--- src/rtl/bip_control.sv ---
// bip_control: program counter, instruction decode, run cycle counter and start/halt FSM for a one-instruction-per-clock CPU
module bip_control #(
  parameter int PC_BITS    = 11,
  parameter int PROG_DEPTH = 30,
  parameter int CNT_BITS   = 32
)(
  input  logic                clk,
  input  logic                reset,
  input  logic                start,
  input  logic [15:0]         instr,
  output logic [PC_BITS-1:0]  pc_addr,
  output logic [10:0]         operand,
  output logic [1:0]          sel_a,
  output logic                sel_b,
  output logic                alu_op,
  output logic                wr_acc,
  output logic                wr_ram,
  output logic                rd_ram,
  output logic                running,
  output logic                halted,
  output logic [CNT_BITS-1:0] cycle_count
);
  typedef enum logic [1:0] {IDLE, RUN, HALT} state_t;
  state_t state, state_n;
  logic [PC_BITS-1:0] pc_n;
  logic [CNT_BITS-1:0] cnt_n;
  logic [4:0] op;
  logic run;
  always_ff @(posedge clk or posedge reset)
    if (reset) begin
      state       <= IDLE;
      pc_addr     <= '0;
      cycle_count <= '0;
    end else begin
      state       <= state_n;
      pc_addr     <= pc_n;
      cycle_count <= cnt_n;
    end
  always_comb begin
    state_n = state;
    pc_n    = pc_addr;
    cnt_n   = cycle_count;
    case (state)
      IDLE: begin
        pc_n = '0;
        if (start) begin
          state_n = RUN;
          cnt_n   = '0;
        end
      end
      RUN: begin
        cnt_n = &cycle_count ? cycle_count : cycle_count + CNT_BITS'(1);
        if (op == 5'd0) state_n = HALT;
        else pc_n = (pc_addr == PC_BITS'(PROG_DEPTH - 1)) ? '0 : pc_addr + PC_BITS'(1);
      end
      HALT: if (start) begin
        state_n = IDLE;
        pc_n    = '0;
      end
      default: state_n = IDLE;
    endcase
  end
  assign op      = instr[15:11];
  assign operand = instr[10:0];
  assign running = state == RUN;
  assign halted  = state == HALT;
  assign run     = running;
  // ops 4..7 share prefix 001: bit0 picks immediate operand, bit1 picks subtract
  assign sel_a  = !run ? 2'd0 : (op == 5'd3) ? 2'd1 : (op[4:2] == 3'b001) ? 2'd2 : 2'd0;
  assign sel_b  = run && op[4:2] == 3'b001 && op[0];
  assign alu_op = run && op[4:1] == 4'b0011;
  assign wr_acc = run && op[4:3] == 2'b00 && op[2:1] != 2'b00;
  assign wr_ram = run && op == 5'd1;
  assign rd_ram = run && (op == 5'd2 || (op[4:2] == 3'b001 && !op[0]));
endmodule

--- config.mk ---
export PLATFORM = sky130hd
export DESIGN_NAME = bip_control
export DESIGN_NICKNAME = d
export VERILOG_FILES = /design/src/rtl/bip_control.sv
export SDC_FILE = /design/constraint.sdc
export NUM_CORES = 1
export LEC_CHECK = 0
export ABC_AREA = 1
export BUFFER_PORTS_ARGS = -buffer_cell sky130_fd_sc_hd__buf_2
export CAP_MARGIN = 30
export CORE_ASPECT_RATIO = 1.5
export CORE_MARGIN = 1
export CORE_UTILIZATION = 58
export DETAILED_ROUTE_END_ITERATION = 8
export GPL_ROUTABILITY_DRIVEN = 1
export GPL_TIMING_DRIVEN = 0
export PLACE_DENSITY = 0.84
export SLEW_MARGIN = 20
export SYNTH_ARGS = -nofsm -noshare
export SYNTH_HDL_FRONTEND = slang
export SYNTH_SLANG_ARGS = --single-unit
--- constraint.sdc ---
create_clock -name clk -period 4.85 [get_ports clk]
set_input_delay 0.2425 -clock clk [delete_from_list [all_inputs] [get_ports clk]]
set_output_delay 0.2425 -clock clk [all_outputs]
set_load 0.01 [all_outputs]
-- Yosys cells after proc, flatten, opt, wreduce, memory -nomap -nowiden
Index checks and enable logic that the tools add are counted.
- reduce and logical (&&, ||, !) cells: 20
- divide/modulo/power cells: 0
- mux-type cells: 14
- $lt $le $gt $ge: 0
- multiply operators: 0
- equality and inequality tests: 13
- bitwise gates (word level): 0
- shifts and indexed selects: 0
- add/sub/neg operators: 2
- operator list (operator ; number):
    32-bit two-way mux ; 2
    32-bit case mux with 2 select lines ; 1
    11-bit two-way mux ; 3
    11-bit case mux with 3 select lines ; 1
    32-bit by 1-bit adder with 32-bit output (second input constant) ; 1
    32-bit AND reduction ; 1
    2-bit two-way mux ; 6
    11-bit by 1-bit adder with 11-bit output (second input constant) ; 1
    11-bit by 5-bit equality test with 1-bit output (second input constant) ; 1
    5-bit by 2-bit equality test with 1-bit output (second input constant) ; 2
    3-bit AND reduction ; 3
    1-bit logical AND ; 8
    2-bit != test (second input constant) ; 4
    2-bit case mux with 3 select lines ; 1
    5-bit by 1-bit equality test with 1-bit output (second input constant) ; 1
    5-bit logical NOT ; 1
    4-bit by 2-bit equality test with 1-bit output (second input constant) ; 1
    2-bit logical NOT ; 2
    2-bit nonzero test ; 2
    3-bit by 1-bit equality test with 1-bit output (second input constant) ; 1
    3-bit nonzero test ; 1
    2-bit by 1-bit equality test with 1-bit output (second input constant) ; 1
    2-bit equality test (second input constant) ; 1
    2-bit by 1-bit != test with 1-bit output (second input constant) ; 1
    2 further kinds ; 2
- memory bits (writable): 0
- memories: 0
- register bits after elaboration: 45
- memory bits (read-only): 0
- output and inout bits: 63
- latch bits: 0

-- Logic depth before layout (Yosys ltp)
- depth in word-level cells: 4
- gate-level depth with buffers: 11

-- Worst setup path after synthesis
OpenSTA, ideal clock, no wires.
- kind: reg-to-reg
- start: reg cycle_count[1]
- end: reg cycle_count[30]
- slack: 3.177 ns
- stages on the path, launching flop included: 11
- clock period less this slack: 1.673 ns
- buffers on the path: 0
- setup time: 0.117 ns
- arrival time: 1.556 ns
- cell sequence: dfrtp_1 > ha_1 > nand2_2 > nor2_4 > inv_1 > nor2_1 > inv_1 > nor2_1 > nand3_1 > nand3_1 > nand2_1
- cells in the longest elaborated chain, start to end: 3
- elaborated cells between the ends (all ways): 6
- RTL lines (element ; RTL line ; RTL):
    start: declaration ; 21 ; output logic [CNT_BITS-1:0] cycle_count
    start signal: assignment ; 37 ; cycle_count <= cnt_n;
    32-bit by 1-bit adder with 32-bit output / 32-bit AND reduction (equally long branches) ; 52 ; cnt_n = &cycle_count ? cycle_count : cycle_count + CNT_BITS'(1);
    32-bit two-way mux / 2-bit != test (equally long branches) ; - ;
    32-bit case mux with 2 select lines / 3-bit AND reduction (equally long branches) ; - ;
Several ways; a longest one is shown, not always the timed one. The select of a mux whose other input is x is not followed.
A chain may end at the register's enable or synchronous reset.

-- Worst setup path in the final report
Same ends and word-level chain as after synthesis.

==> impl_metrics.env <==
export IMPL_grt_overflow_total=0
export IMPL_finalWeightedCongestion=1.05
export IMPL_grt_start_max_net_pins=27
export IMPL_status="finished, final reports clean"
export IMPL_ctsHtreeMaxLevel=2
export IMPL_timing_final_hold_violations=0
export IMPL_cts_buffer_depth=2
export IMPL_core_area_sq_um=5250
export IMPL_timing_slew_headroom_pct=65.3
export IMPL_power_density_nw_per_um2=310
export IMPL_sw_share_pct=40.3
export IMPL_combinationalPowerShare_pct=36.2
export IMPL_min_path_cells=4
export IMPL_grt_usage_pct=32.6
export IMPL_worst_r2r_cell_count=10
export IMPL_remaining_drc_errors=0
export IMPL_p_clk_share_pct=20.6
export IMPL_critPathKind="reg2reg"
export IMPL_final_util_pct=71.6
export IMPL_grt_util_met1_pct=33.8
export IMPL_fin_crit_ps=2020
export IMPL_top_usage_layer="met2"
export IMPL_setup_ws_ps=2830
export IMPL_setup_violations=0
export IMPL_flow_area_growth_from_synthesis_pct=17.2
export IMPL_netlist_instances=503
export IMPL_clk_pin_slew_worst_paths_ps=90
export IMPL_critPathRequiredTime_ps=5040
export IMPL_final_fill_count=459
export IMPL_holdCritStartpoint="start"
export IMPL_post_drt_via_cell_ratio=5.42
export IMPL_critical_path_peak_fanout=5
export IMPL_fin_worst_skew_ps=7.18
export IMPL_number_of_global_route_vias_before_repair=3464
export IMPL_route_final_wire_length_um=8860
export IMPL_start_util_pct=61.1
export IMPL_top_level_ports=82
export IMPL_critical_path_max_stage_delay_ps=400
export IMPL_met2_layer_usage_reported_by_global_route_pct=59.8
export IMPL_crit_path_start_kind="flop"
export IMPL_cts_root_buffer="sky130_fd_sc_hd__clkbuf_8"
export IMPL_final_hold_worst_slack_ps=222
export IMPL_chipWidth_um=62.7
export IMPL_synth_warnings=0
export IMPL_count_of_antenna_violating_nets_left_after_detailed_routing=0
export IMPL_synthesis_nets=525
export IMPL_number_of_antenna_cells_inserted=0
export IMPL_antenna_found_initial=0
export IMPL_crit_path_cell_trace="ha_1 -> nand2_2 -> nor2_4 -> inv_1 -> nor2_1 -> inv_1 -> nor2_1 -> nand3_1 -> nand3_1 -> nand2_1"
export IMPL_vias=3521
export IMPL_setup_total_negative_slack_ps=0
export IMPL_yosys_cell_types_count=25
export IMPL_drt_iter0_drc=217
export IMPL_route_detailed_wl_per_inst_um=13.6
export IMPL_crit_path_arrival_time_ps=2210
export IMPL_grt_first_pass_wirelength_um=15000
export IMPL_rsz0062_at_grt="no"
export IMPL_io_buffers=70
export IMPL_timing_rr_start="cycle_count[1]"
export IMPL_endpoint_kind="flop"
export IMPL_min_delay_worst_endpoint="state[1]"
export IMPL_min_path_type="in2reg"
export IMPL_floorplan_rows=32
export IMPL_die_area_sq_um=5830
export IMPL_cts_buffers=5
export IMPL_timing_max_transition_violations_final=0
export IMPL_standby_leakage_power_nw=1.93
export IMPL_total_switching_power_w=0.000469
export IMPL_dp_worst_setup_slack_ps=2850
export IMPL_finalNetCount=604
export IMPL_synth_ff_latch_count=45
export IMPL_cell_internal_pwr_w=0.000694
export IMPL_vdd_ir_drop_max_v=0.000294
export IMPL_rr_endpoint="cycle_count[30]"
export IMPL_top_achievable_clock_speed_mhz=496
export IMPL_post_cts_repair_setup_buffers=0
export IMPL_timing_max_cap_violations=0
export IMPL_synthesis_area_per_instance_sq_um=6.37
export IMPL_die_height_um=93.0
export IMPL_r2r_setup_slack_ps=2830
export IMPL_syn_cell_area_sq_um=3200
export IMPL_cts_sinks=45
export IMPL_worstSkewPairLatency_ps=300
export IMPL_critical_path_slowest_cell="sky130_fd_sc_hd__dfrtp_1"
export IMPL_timing_final_crit_share_pct=41.5
export IMPL_drt_pre_antenna_iters=4
export IMPL_pwr_share_seq_pct=43.2
export IMPL_post_route_cells_drive_above_1_share_pct=19.8
export IMPL_worst_slew_pin_slew_ps=521
export IMPL_dp_final_hpwl_um=6870
export IMPL_portion_of_the_post_synthesis_area_used_by_sequential_elements_pct=35.1
export IMPL_total_power_w=0.00116
export IMPL_cts_tree="yes"
export IMPL_grtUsageMet3_pct=6.10
-- registers in the layout, summed over array words and instances, names as in the netlist --
name and count:
state 2, pc_addr 11, cycle_count 32
-- layout by cell type (no fill, tap or decap), types with 2 or more instances in the layout --
cell type | Yosys | final
sky130_fd_sc_hd__nand2_1 | 177 | 177
sky130_fd_sc_hd__buf_2 | 3 | 73
sky130_fd_sc_hd__nor2_1 | 62 | 62
sky130_fd_sc_hd__inv_1 | 57 | 56
sky130_fd_sc_hd__nand3_1 | 54 | 54
sky130_fd_sc_hd__dfrtp_1 | 45 | 45
sky130_fd_sc_hd__o21ai_0 | 22 | 22
sky130_fd_sc_hd__nor3_1 | 14 | 14
sky130_fd_sc_hd__buf_4 | 12 | 12
sky130_fd_sc_hd__or2_2 | 11 | 11
sky130_fd_sc_hd__nand4_1 | 10 | 10
sky130_fd_sc_hd__o21ai_1 | 7 | 7
sky130_fd_sc_hd__nand3b_1 | 7 | 7
sky130_fd_sc_hd__clkbuf_8 | 0 | 6
sky130_fd_sc_hd__buf_6 | 3 | 3
sky130_fd_sc_hd__xor2_1 | 3 | 3
sky130_fd_sc_hd__ha_1 | 3 | 3
sky130_fd_sc_hd__nand2_2 | 2 | 2
sky130_fd_sc_hd__nor2_4 | 2 | 2
sky130_fd_sc_hd__inv_2 | 1 | 2
sky130_fd_sc_hd__buf_1 | 2 | 2
sky130_fd_sc_hd__a21oi_1 | 2 | 2
sky130_fd_sc_hd__clkbuf_1 | 1 | 2
-- cell type report --
class	instances	area, sq um	share of cell area [%]
Buffer	21	150	4.00
Clock buffer	7	86.3	2.30
Inverter	58	218	5.80
Multi-Input combinational cell	379	1710	45.5
Sequential cell	45	1130	30.0
Tap cell	68	85.1	2.27
Timing Repair Buffer	72	380	10.1
-- cell usage after synthesis --
library cell,number,area (sq um)
sky130_fd_sc_hd__clkbuf_1,1,3.75
sky130_fd_sc_hd__nor3_1,14,70.1
sky130_fd_sc_hd__inv_1,57,214
sky130_fd_sc_hd__xor2_1,3,26.3
sky130_fd_sc_hd__o21ai_0,22,110
sky130_fd_sc_hd__nand3_4,1,17.5
sky130_fd_sc_hd__o21ai_1,7,35.0
sky130_fd_sc_hd__nand3_1,54,270
sky130_fd_sc_hd__a21oi_1,2,10.0
sky130_fd_sc_hd__nor2_2,1,6.26
sky130_fd_sc_hd__buf_2,3,15.0
sky130_fd_sc_hd__buf_6,3,33.8
sky130_fd_sc_hd__nand4_1,10,62.6
sky130_fd_sc_hd__nand2_4,1,11.3
sky130_fd_sc_hd__buf_4,12,90.1
sky130_fd_sc_hd__nor2_4,2,22.5
sky130_fd_sc_hd__nor2_1,62,233
sky130_fd_sc_hd__or2_2,11,68.8
sky130_fd_sc_hd__ha_1,3,37.5
sky130_fd_sc_hd__inv_2,1,3.75
sky130_fd_sc_hd__dfrtp_1,45,1130
sky130_fd_sc_hd__nand3b_1,7,52.6
sky130_fd_sc_hd__nand2_2,2,12.5
sky130_fd_sc_hd__nand2_1,177,664
sky130_fd_sc_hd__buf_1,2,7.51
-- cell families (layout without fill, tap and decap cells) --
| group | count (synthesis) | in the layout | synth area share [%] |
|---|---|---|---|
| buf+inv | 79 | 158 | 11.5 |
| flops | 45 | 45 | 35.1 |
| xor+xnor | 3 | 3 | 0.820 |
| compound gates | 31 | 31 | 4.84 |
| simple gates | 342 | 342 | 46.5 |
| fa+ha+maj | 3 | 3 | 1.17 |
-- metal layers --
metal  routed length (um)  share of wire (%)
met1                 3360                 38
met2                 4720                 53
met3                  410                4.6
met4                  363                4.1
met5                    0                  0
-- power groups by stage --
| stage | Clock (W) | Sequential (W) | Combinational (W) |
|---|---|---|---|
| 5_1_grt | 0.000260 | 0.000511 | 0.000467 |
| 6_report | 0.000240 | 0.000502 | 0.000421 |
| 2_1_floorplan | 0 | 0.000513 | 0.000262 |
| 3_5_place_dp | 0 | 0.000508 | 0.000422 |
| 3_3_place_gp | 0 | 0.000505 | 0.000403 |
| 4_1_cts | 0.000244 | 0.000501 | 0.000423 |
-- what timing repair did --
action / 4_1_cts / 5_1_grt
hold endpoints to repair: 19 / 0
hold buffers: 1 / 0
gates resized for setup: 0 / 0
-- how the worst max path moves through the flow --
stage	startpoint	cells after the start	to
after floorplan	cycle_count[1]	10	cycle_count[30]
after global placement	cycle_count[1]	10	cycle_count[30]
after detailed placement	cycle_count[1]	10	cycle_count[30]
after CTS	cycle_count[1]	10	cycle_count[30]
after global routing	cycle_count[1]	10	cycle_count[30]
final	cycle_count[1]	10	cycle_count[30]
-- worst max-delay path, delay by kind of cell, from the launching register on --
kind,cells,cell delay (ps)
AND/OR/NAND/NOR,7,1050
buffers and inverters,2,160
flip-flops,1,400
adder cells (fa/ha/maj),1,300
-- metrics by stage --
stage / cells / area [sq um]
2_1_floorplan: 503 / 3200
3_3_place_gp: 641 / 3640
3_5_place_dp: 642 / 3660
4_1_cts: 650 / 3760
5_1_grt: 650 / 3760
6_report: 650 / 3760
No activity file was read; power rests on OpenSTA's default activity.
